<file path="src/rtl/stage_sequencer_pkg.sv">
// ---------------------------------------------------------------------------
// stage_sequencer_pkg
// Shared definitions for the multicycle stage sequencer:
//   - stage indices STG_IF..STG_WB and the default stage-vector width
//   - FSM state encodings (3-bit enum, SEQ_S_*)
//   - opcode/funct constants used to build the per-instruction stage mask
// ---------------------------------------------------------------------------
package stage_sequencer_pkg;

  localparam int OP_WIDTH       = 6;
  localparam int FUNCT_WIDTH    = 6;
  localparam int NUM_STAGES_DEF = 5;

  // Stage indices into stage_en and the stage mask
  localparam int STG_IF  = 0;
  localparam int STG_ID  = 1;
  localparam int STG_EX  = 2;
  localparam int STG_MEM = 3;
  localparam int STG_WB  = 4;

  typedef logic [NUM_STAGES_DEF-1:0] stage_mask_t;

  typedef enum logic [2:0] {
    SEQ_S_BOOT = 3'd0,
    SEQ_S_IF   = 3'd1,
    SEQ_S_ID   = 3'd2,
    SEQ_S_EX   = 3'd3,
    SEQ_S_MEM  = 3'd4,
    SEQ_S_WB   = 3'd5,
    SEQ_S_HALT = 3'd6
  } seq_state_t;

  // Opcodes
  localparam logic [OP_WIDTH-1:0] OP_RTYPE = 6'h00;
  localparam logic [OP_WIDTH-1:0] OP_JAL   = 6'h03;
  localparam logic [OP_WIDTH-1:0] OP_LB    = 6'h20;
  localparam logic [OP_WIDTH-1:0] OP_LH    = 6'h21;
  localparam logic [OP_WIDTH-1:0] OP_LW    = 6'h23;
  localparam logic [OP_WIDTH-1:0] OP_LBU   = 6'h24;
  localparam logic [OP_WIDTH-1:0] OP_LHU   = 6'h25;
  localparam logic [OP_WIDTH-1:0] OP_SB    = 6'h28;
  localparam logic [OP_WIDTH-1:0] OP_SH    = 6'h29;
  localparam logic [OP_WIDTH-1:0] OP_SW    = 6'h2B;

  // I-type ALU ops occupy 0x08..0x0F, i.e. op_code[5:3] == 3'b001
  localparam logic [2:0] OP_IALU_HI3 = 3'b001;

  // R-type funct
  localparam logic [FUNCT_WIDTH-1:0] FUNCT_JR = 6'h08;

  // Stage masks, bit order {WB, MEM, EX, ID, IF}
  localparam stage_mask_t MASK_BASE  = 5'b00111;
  localparam stage_mask_t MASK_WB    = 5'b10111;
  localparam stage_mask_t MASK_STORE = 5'b01111;
  localparam stage_mask_t MASK_LOAD  = 5'b11111;

endpackage

</file>
<file path="src/rtl/stage_sequencer_mask_decode.sv">
// ---------------------------------------------------------------------------
// stage_mask_decode
// Combinational decode of op_code/funct into the set of stages an
// instruction needs. IF, ID and EX are always present; MEM and WB are added
// only for instruction classes that use them. Unknown opcodes behave as NOPs.
// Ports:
//   op_code  in  decoded opcode
//   funct    in  decoded funct (only meaningful for R-type)
//   mask     out 5-bit stage mask {WB, MEM, EX, ID, IF}
// ---------------------------------------------------------------------------
module stage_mask_decode
  import stage_sequencer_pkg::*;
(
  input  logic [OP_WIDTH-1:0]    op_code,
  input  logic [FUNCT_WIDTH-1:0] funct,
  output stage_mask_t            mask
);

  always_comb begin
    mask = MASK_BASE;
    case (op_code)
      OP_LB, OP_LH, OP_LW, OP_LBU, OP_LHU: mask = MASK_LOAD;
      OP_SB, OP_SH, OP_SW:                 mask = MASK_STORE;
      OP_RTYPE: begin
        // JR only redirects the pc, so it has nothing to write back
        if (funct != FUNCT_JR) mask = MASK_WB;
      end
      OP_JAL:                              mask = MASK_WB;
      default: begin
        if (op_code[5:3] == OP_IALU_HI3) mask = MASK_WB;
      end
    endcase
  end

endmodule

</file>
<file path="src/rtl/stage_sequencer.sv">
// ---------------------------------------------------------------------------
// stage_sequencer
// Multicycle stage sequencer. Walks each instruction through IF/ID/EX and,
// when needed, MEM/WB, emitting one-cycle clock-enable strobes for the stage
// registers instead of derived clocks. Waits on fetch/data-memory readies,
// honours an external stall and stops at instruction boundaries on halt_req.
//
// Optional feature: define SEQ_PERF_CNT_EN to build the cycle and retire
// performance counters; otherwise cycle_cnt/retire_cnt are constant 0.
//
// Ports:
//   clk           in  system clock, rising edge
//   rst           in  asynchronous, active-low reset
//   op_code/funct in  decoded instruction, sampled on the completing ID cycle
//   fetch_ready   in  instruction memory data valid this cycle
//   mem_ready     in  data memory access completes this cycle
//   stall         in  freeze FSM and mask all strobes
//   halt_req      in  stop at next instruction boundary, stay stopped while high
//   stage_en      out one-hot-or-zero stage strobe
//   inst_read_en  out fetch request, high throughout IF
//   mem_req       out data request, high throughout MEM
//   retire        out pulse on the completing cycle of the last stage
//   halted        out high while in HALT
//   cycle_cnt     out active-cycle counter
//   retire_cnt    out retired-instruction counter
// ---------------------------------------------------------------------------
module stage_sequencer
  import stage_sequencer_pkg::*;
#(
  parameter int W          = 32,
  parameter int NUM_STAGES = NUM_STAGES_DEF
) (
  input  logic                   clk,
  input  logic                   rst,
  input  logic [OP_WIDTH-1:0]    op_code,
  input  logic [FUNCT_WIDTH-1:0] funct,
  input  logic                   fetch_ready,
  input  logic                   mem_ready,
  input  logic                   stall,
  input  logic                   halt_req,
  output logic [NUM_STAGES-1:0]  stage_en,
  output logic                   inst_read_en,
  output logic                   mem_req,
  output logic                   retire,
  output logic                   halted,
  output logic [W-1:0]           cycle_cnt,
  output logic [W-1:0]           retire_cnt
);

  seq_state_t  state_q, state_d;
  stage_mask_t mask_q, mask_dec;
  stage_mask_t strobe;
  seq_state_t  after_retire;

  stage_mask_decode u_mask_decode (
    .op_code (op_code),
    .funct   (funct),
    .mask    (mask_dec)
  );

  // State register
  always_ff @(posedge clk or negedge rst) begin
    if (!rst) state_q <= SEQ_S_BOOT;
    else      state_q <= state_d;
  end

  // The stage mask is captured when ID completes so that later stages are
  // independent of whatever the decoder shows after that point.
  always_ff @(posedge clk or negedge rst) begin
    if (!rst)                                  mask_q <= '0;
    else if (state_q == SEQ_S_ID && !stall)    mask_q <= mask_dec;
  end

  // Next-state logic; stall freezes every state except BOOT and HALT
  always_comb begin
    state_d      = state_q;
    after_retire = halt_req ? SEQ_S_HALT : SEQ_S_IF;
    case (state_q)
      SEQ_S_BOOT: state_d = SEQ_S_IF;
      SEQ_S_IF:   if (fetch_ready && !stall) state_d = SEQ_S_ID;
      SEQ_S_ID:   if (!stall) state_d = SEQ_S_EX;
      SEQ_S_EX: begin
        if (!stall) begin
          if (mask_q[STG_MEM])     state_d = SEQ_S_MEM;
          else if (mask_q[STG_WB]) state_d = SEQ_S_WB;
          else                     state_d = after_retire;
        end
      end
      SEQ_S_MEM: begin
        if (mem_ready && !stall) begin
          if (mask_q[STG_WB]) state_d = SEQ_S_WB;
          else                state_d = after_retire;
        end
      end
      SEQ_S_WB:   if (!stall) state_d = after_retire;
      SEQ_S_HALT: if (!halt_req) state_d = SEQ_S_IF;
      default:    state_d = SEQ_S_BOOT;
    endcase
  end

  // Outputs: level requests are pure Moore; strobes and retire also need the
  // stage's completion condition, which stall always overrides.
  always_comb begin
    strobe       = '0;
    inst_read_en = 1'b0;
    mem_req      = 1'b0;
    retire       = 1'b0;
    halted       = 1'b0;
    case (state_q)
      SEQ_S_IF: begin
        inst_read_en = 1'b1;
        if (fetch_ready && !stall) strobe[STG_IF] = 1'b1;
      end
      SEQ_S_ID: begin
        if (!stall) strobe[STG_ID] = 1'b1;
      end
      SEQ_S_EX: begin
        if (!stall) begin
          strobe[STG_EX] = 1'b1;
          retire         = !mask_q[STG_MEM] && !mask_q[STG_WB];
        end
      end
      SEQ_S_MEM: begin
        mem_req = 1'b1;
        if (mem_ready && !stall) begin
          strobe[STG_MEM] = 1'b1;
          retire          = !mask_q[STG_WB];
        end
      end
      SEQ_S_WB: begin
        if (!stall) begin
          strobe[STG_WB] = 1'b1;
          retire         = 1'b1;
        end
      end
      SEQ_S_HALT: halted = 1'b1;
      default: ;
    endcase
  end

  // Stage vector may be wider than the five defined stages; extra bits stay 0
  always_comb begin
    stage_en                     = '0;
    stage_en[NUM_STAGES_DEF-1:0] = strobe;
  end

`ifdef SEQ_PERF_CNT_EN
  logic [W-1:0] cycle_cnt_q, retire_cnt_q;

  // Active cycles include stalled and wait cycles, but not BOOT or HALT
  always_ff @(posedge clk or negedge rst) begin
    if (!rst) begin
      cycle_cnt_q  <= '0;
      retire_cnt_q <= '0;
    end else begin
      if (state_q != SEQ_S_BOOT && state_q != SEQ_S_HALT)
        cycle_cnt_q <= cycle_cnt_q + W'(1);
      if (retire)
        retire_cnt_q <= retire_cnt_q + W'(1);
    end
  end

  assign cycle_cnt  = cycle_cnt_q;
  assign retire_cnt = retire_cnt_q;
`else
  assign cycle_cnt  = '0;
  assign retire_cnt = '0;
`endif

endmodule

</file>
<file path="config.mk">
export PLATFORM = sky130hd
export DESIGN_NAME = stage_sequencer
export DESIGN_NICKNAME = d
export VERILOG_FILES = /design/src/rtl/stage_sequencer_pkg.sv /design/src/rtl/stage_sequencer_mask_decode.sv /design/src/rtl/stage_sequencer.sv
export SDC_FILE = /design/constraint.sdc
export NUM_CORES = 1
export LEC_CHECK = 0
export BUFFER_PORTS_ARGS = -buffer_cell sky130_fd_sc_hd__clkbuf_2
export CORE_MARGIN = 2
export CORE_UTILIZATION = 40
export DETAILED_ROUTE_END_ITERATION = 8
export PLACE_DENSITY = 0.9
export SLEW_MARGIN = 20
export SYNTH_ARGS = -nofsm -noshare
export SYNTH_HDL_FRONTEND = slang
export SYNTH_SLANG_ARGS = --single-unit
export TNS_END_PERCENT = 10
</file>
<file path="constraint.sdc">
create_clock -name clk -period 3.6 [get_ports clk]
set_input_delay 1.08 -clock clk [delete_from_list [all_inputs] [get_ports clk]]
set_output_delay 1.08 -clock clk [all_outputs]
set_load 0.02 [all_outputs]
</file>
==> run summary <==
Status -> complete, no violations
Combinational share of power -> 0.618
Asr flop ratio synth -> 1.00
Clk sinks -> 5
Most common cell after layout, fill and taps aside -> conb_1
Synth Warn # -> 0
H-tree levels -> 1
MaxCap Viol Count -> 0
EDFF count, synth -> 0
Placed insts -> 186
Fin Clk Skew -> 0.000226 ns
Hold path start -> mask_q[4]$_DFFE_PN0P_
Hold path depth -> 2
Critical Path AT -> 1.71 ns
CTS clk-pin slew, worst paths -> 0.04 ns
Clock Power Share -> 0.114
Vert. Die Dim -> 53.8 µm
Syn Area/Cell -> 7.41 µm²
Routed vias/inst -> 3.96
Commonest cells after routing, fill and taps aside -> conb_1, clkbuf_2, nor2_1, a21oi_1
Switching pwr -> 0.000296 W
Diodes inserted -> 0
# setup viols final -> 0
Cell Area, Synth -> 993 µm²
Yosys cell types -> 33
Min-Delay Path Class -> flop to flop
CP Launch Type -> input port
Worst Reg-to-Reg Cells -> 4
Drc violations -> 0
First-pass GRT wire length -> 2080 µm
Routed wire length per instance -> 8.22 µm
Internal power -> 0.000247 W
Final GP Congestion -> 0.824
Number of port buffers -> 26
Vias in the first global route -> 518
Unrepaired setup endpoints after global routing -> false
Die X -> 53.8 µm
Antenna viol nets, final -> 0
FF-to-FF Start -> state_q[2]$_DFFE_PN0P_
Core box area -> 2410 µm²
Layout cells sized above 1 -> 0.206
Dpl hpwl -> 1290 µm
Tcrit/Tclk final -> 0.776
CP max FO -> 5
CTS tree -> yes
Hold EP -> mask_q[4]$_DFFE_PN0P_
Hold Vio Cnt, Final -> 0
Req. time, crit path -> 2.52 ns
Area Growth Syn to Fin -> -7.43%
Final setup TNS -> 0 ns
Post-CTS Resized -> 0
Post-CTS setup buffer count -> 0
Initial antenna violation count -> 0
Max-slew violations -> 0
TritonCTS buffer count -> 3
Crit path kind -> input port to output pin
Initial DRC Count -> 25
Power Dens Cells -> 591 nW/µm²
Clk_lat worst skew -> 0.23 ns
Vias -> 752
Non-filler cells, final -> 190
Ports -> 91
Hold-fix buffers at CTS -> 0
Final instance area -> 920 µm²
Total GRT Usage -> 0.0942
R2r endpoint -> state_q[1]$_DFFE_PN0P_
Sequential area share after synthesis -> 0.126
Remaining Overflow, GRT -> 0
Static Leak -> 0.556 nW
Root Buffer -> clkbuf_4
Seq pwr share -> 0.268
Largest net degree at the start of global routing -> 13
Final WL -> 1560 µm
Kind of end point of the critical path -> output pin
Switching part of the total -> 0.545
Final nets -> 179
Min Clock Period, post-route -> 2.79 ns
Die area -> 2900 µm²
Placed Instance Area -> 893 µm²
Core Rows -> 18
Synth Register Bits -> 5
Flop-to-flop setup slack -> 1.65 ns
Max IR drop VDD -> 218 µV
Most used DFF post-synth -> dfrtp_1
Fmax -> 358 MHz
Mapped Cells -> 134
Fillers -> 257
First-pass iteration count of the detailed router -> 4
Initial Utilization -> 0.412
CTS max path bufs -> 2
sequential cells by signal, summed over array words and instances (netlist names):
signal	count
mask_q	2
state_q	3
cells by family (layout without fill, tap and decap cells):
group | Yosys count | count (layout) | share of synthesized area
buf+inv | 72 | 35 | 0.526
compound gates | 25 | 25 | 0.170
other cells | 1 | 64 | 0.00377
simple gates | 30 | 30 | 0.164
flops | 5 | 5 | 0.126
mux | 1 | 1 | 0.0101
worst max-delay path by stage:
stage	slack, ns	from	to
after global routing	0.72	stall	stage_en[1]
final	0.81	stall	stage_en[1]
after detailed placement	0.80	stall	stage_en[1]
after CTS	0.80	stall	stage_en[1]
after floorplan	0.66	stall	retire
after global placement	0.81	stall	stage_en[1]
power by group through the flow:
stage | Clock (W) | Combinational [W] | Sequential (W)
final | 0.0000620 | 0.000336 | 0.000145
after global routing | 0.0000676 | 0.000372 | 0.000153
after CTS | 0.0000652 | 0.000335 | 0.000144
after detailed placement | 0 | 0.000334 | 0.000145
after global placement | 0 | 0.000327 | 0.000142
after floorplan | 0 | 0.000370 | 0.000102
area by class of cell:
cell class	instances	area, µm²	area share
Clock buffer	4	26.3	0.0286
Multi-Input combinational cell	120	582	0.633
Timing Repair Buffer	26	130	0.141
Sequential cell	5	125	0.136
Tap cell	30	37.5	0.0408
Inverter	5	18.8	0.0204
synth_stat cells (2+ instances only):
cell	n	area (µm²)
buf_4	65	488
a21oi_1	6	30.0
nor2_1	6	22.5
dfrtp_1	5	125
nor3_1	5	25.0
nand2_1	4	15.0
nor2b_1	4	25.0
o21ai_0	4	20.0
a21o_1	3	22.5
and3_1	3	18.8
inv_2	3	11.3
inv_1	2	7.51
nand2b_1	2	12.5
nor3b_1	2	15.0
o31ai_1	2	15.0
through the flow:
step	setup WS [ns]	hold slack, ns	utilization	power (W)
final	0.807	0.638	0.382	0.000543
after global routing	0.716	0.652	0.382	0.000592
after CTS	0.800	0.641	0.382	0.000544
after detailed placement	0.804	0.636	0.371	0.000479
after global placement	0.806	0.621	0.371	0.000469
after floorplan	0.658	0.565	-	0.000472
metal layers:
metal  part of all wire  track usage
met2               0.49        0.161
met4             0.0090       0.0427
met1               0.38        0.112
met3               0.12       0.0194
met5                  0            0
critical path, stage by stage:
cell,delay [ns]
clkbuf_2,0.12
inv_2,0.10
nand3_1,0.16
inv_1,0.09
clkbuf_2,0.16
No activity file was read; power rests on OpenSTA's default activity.
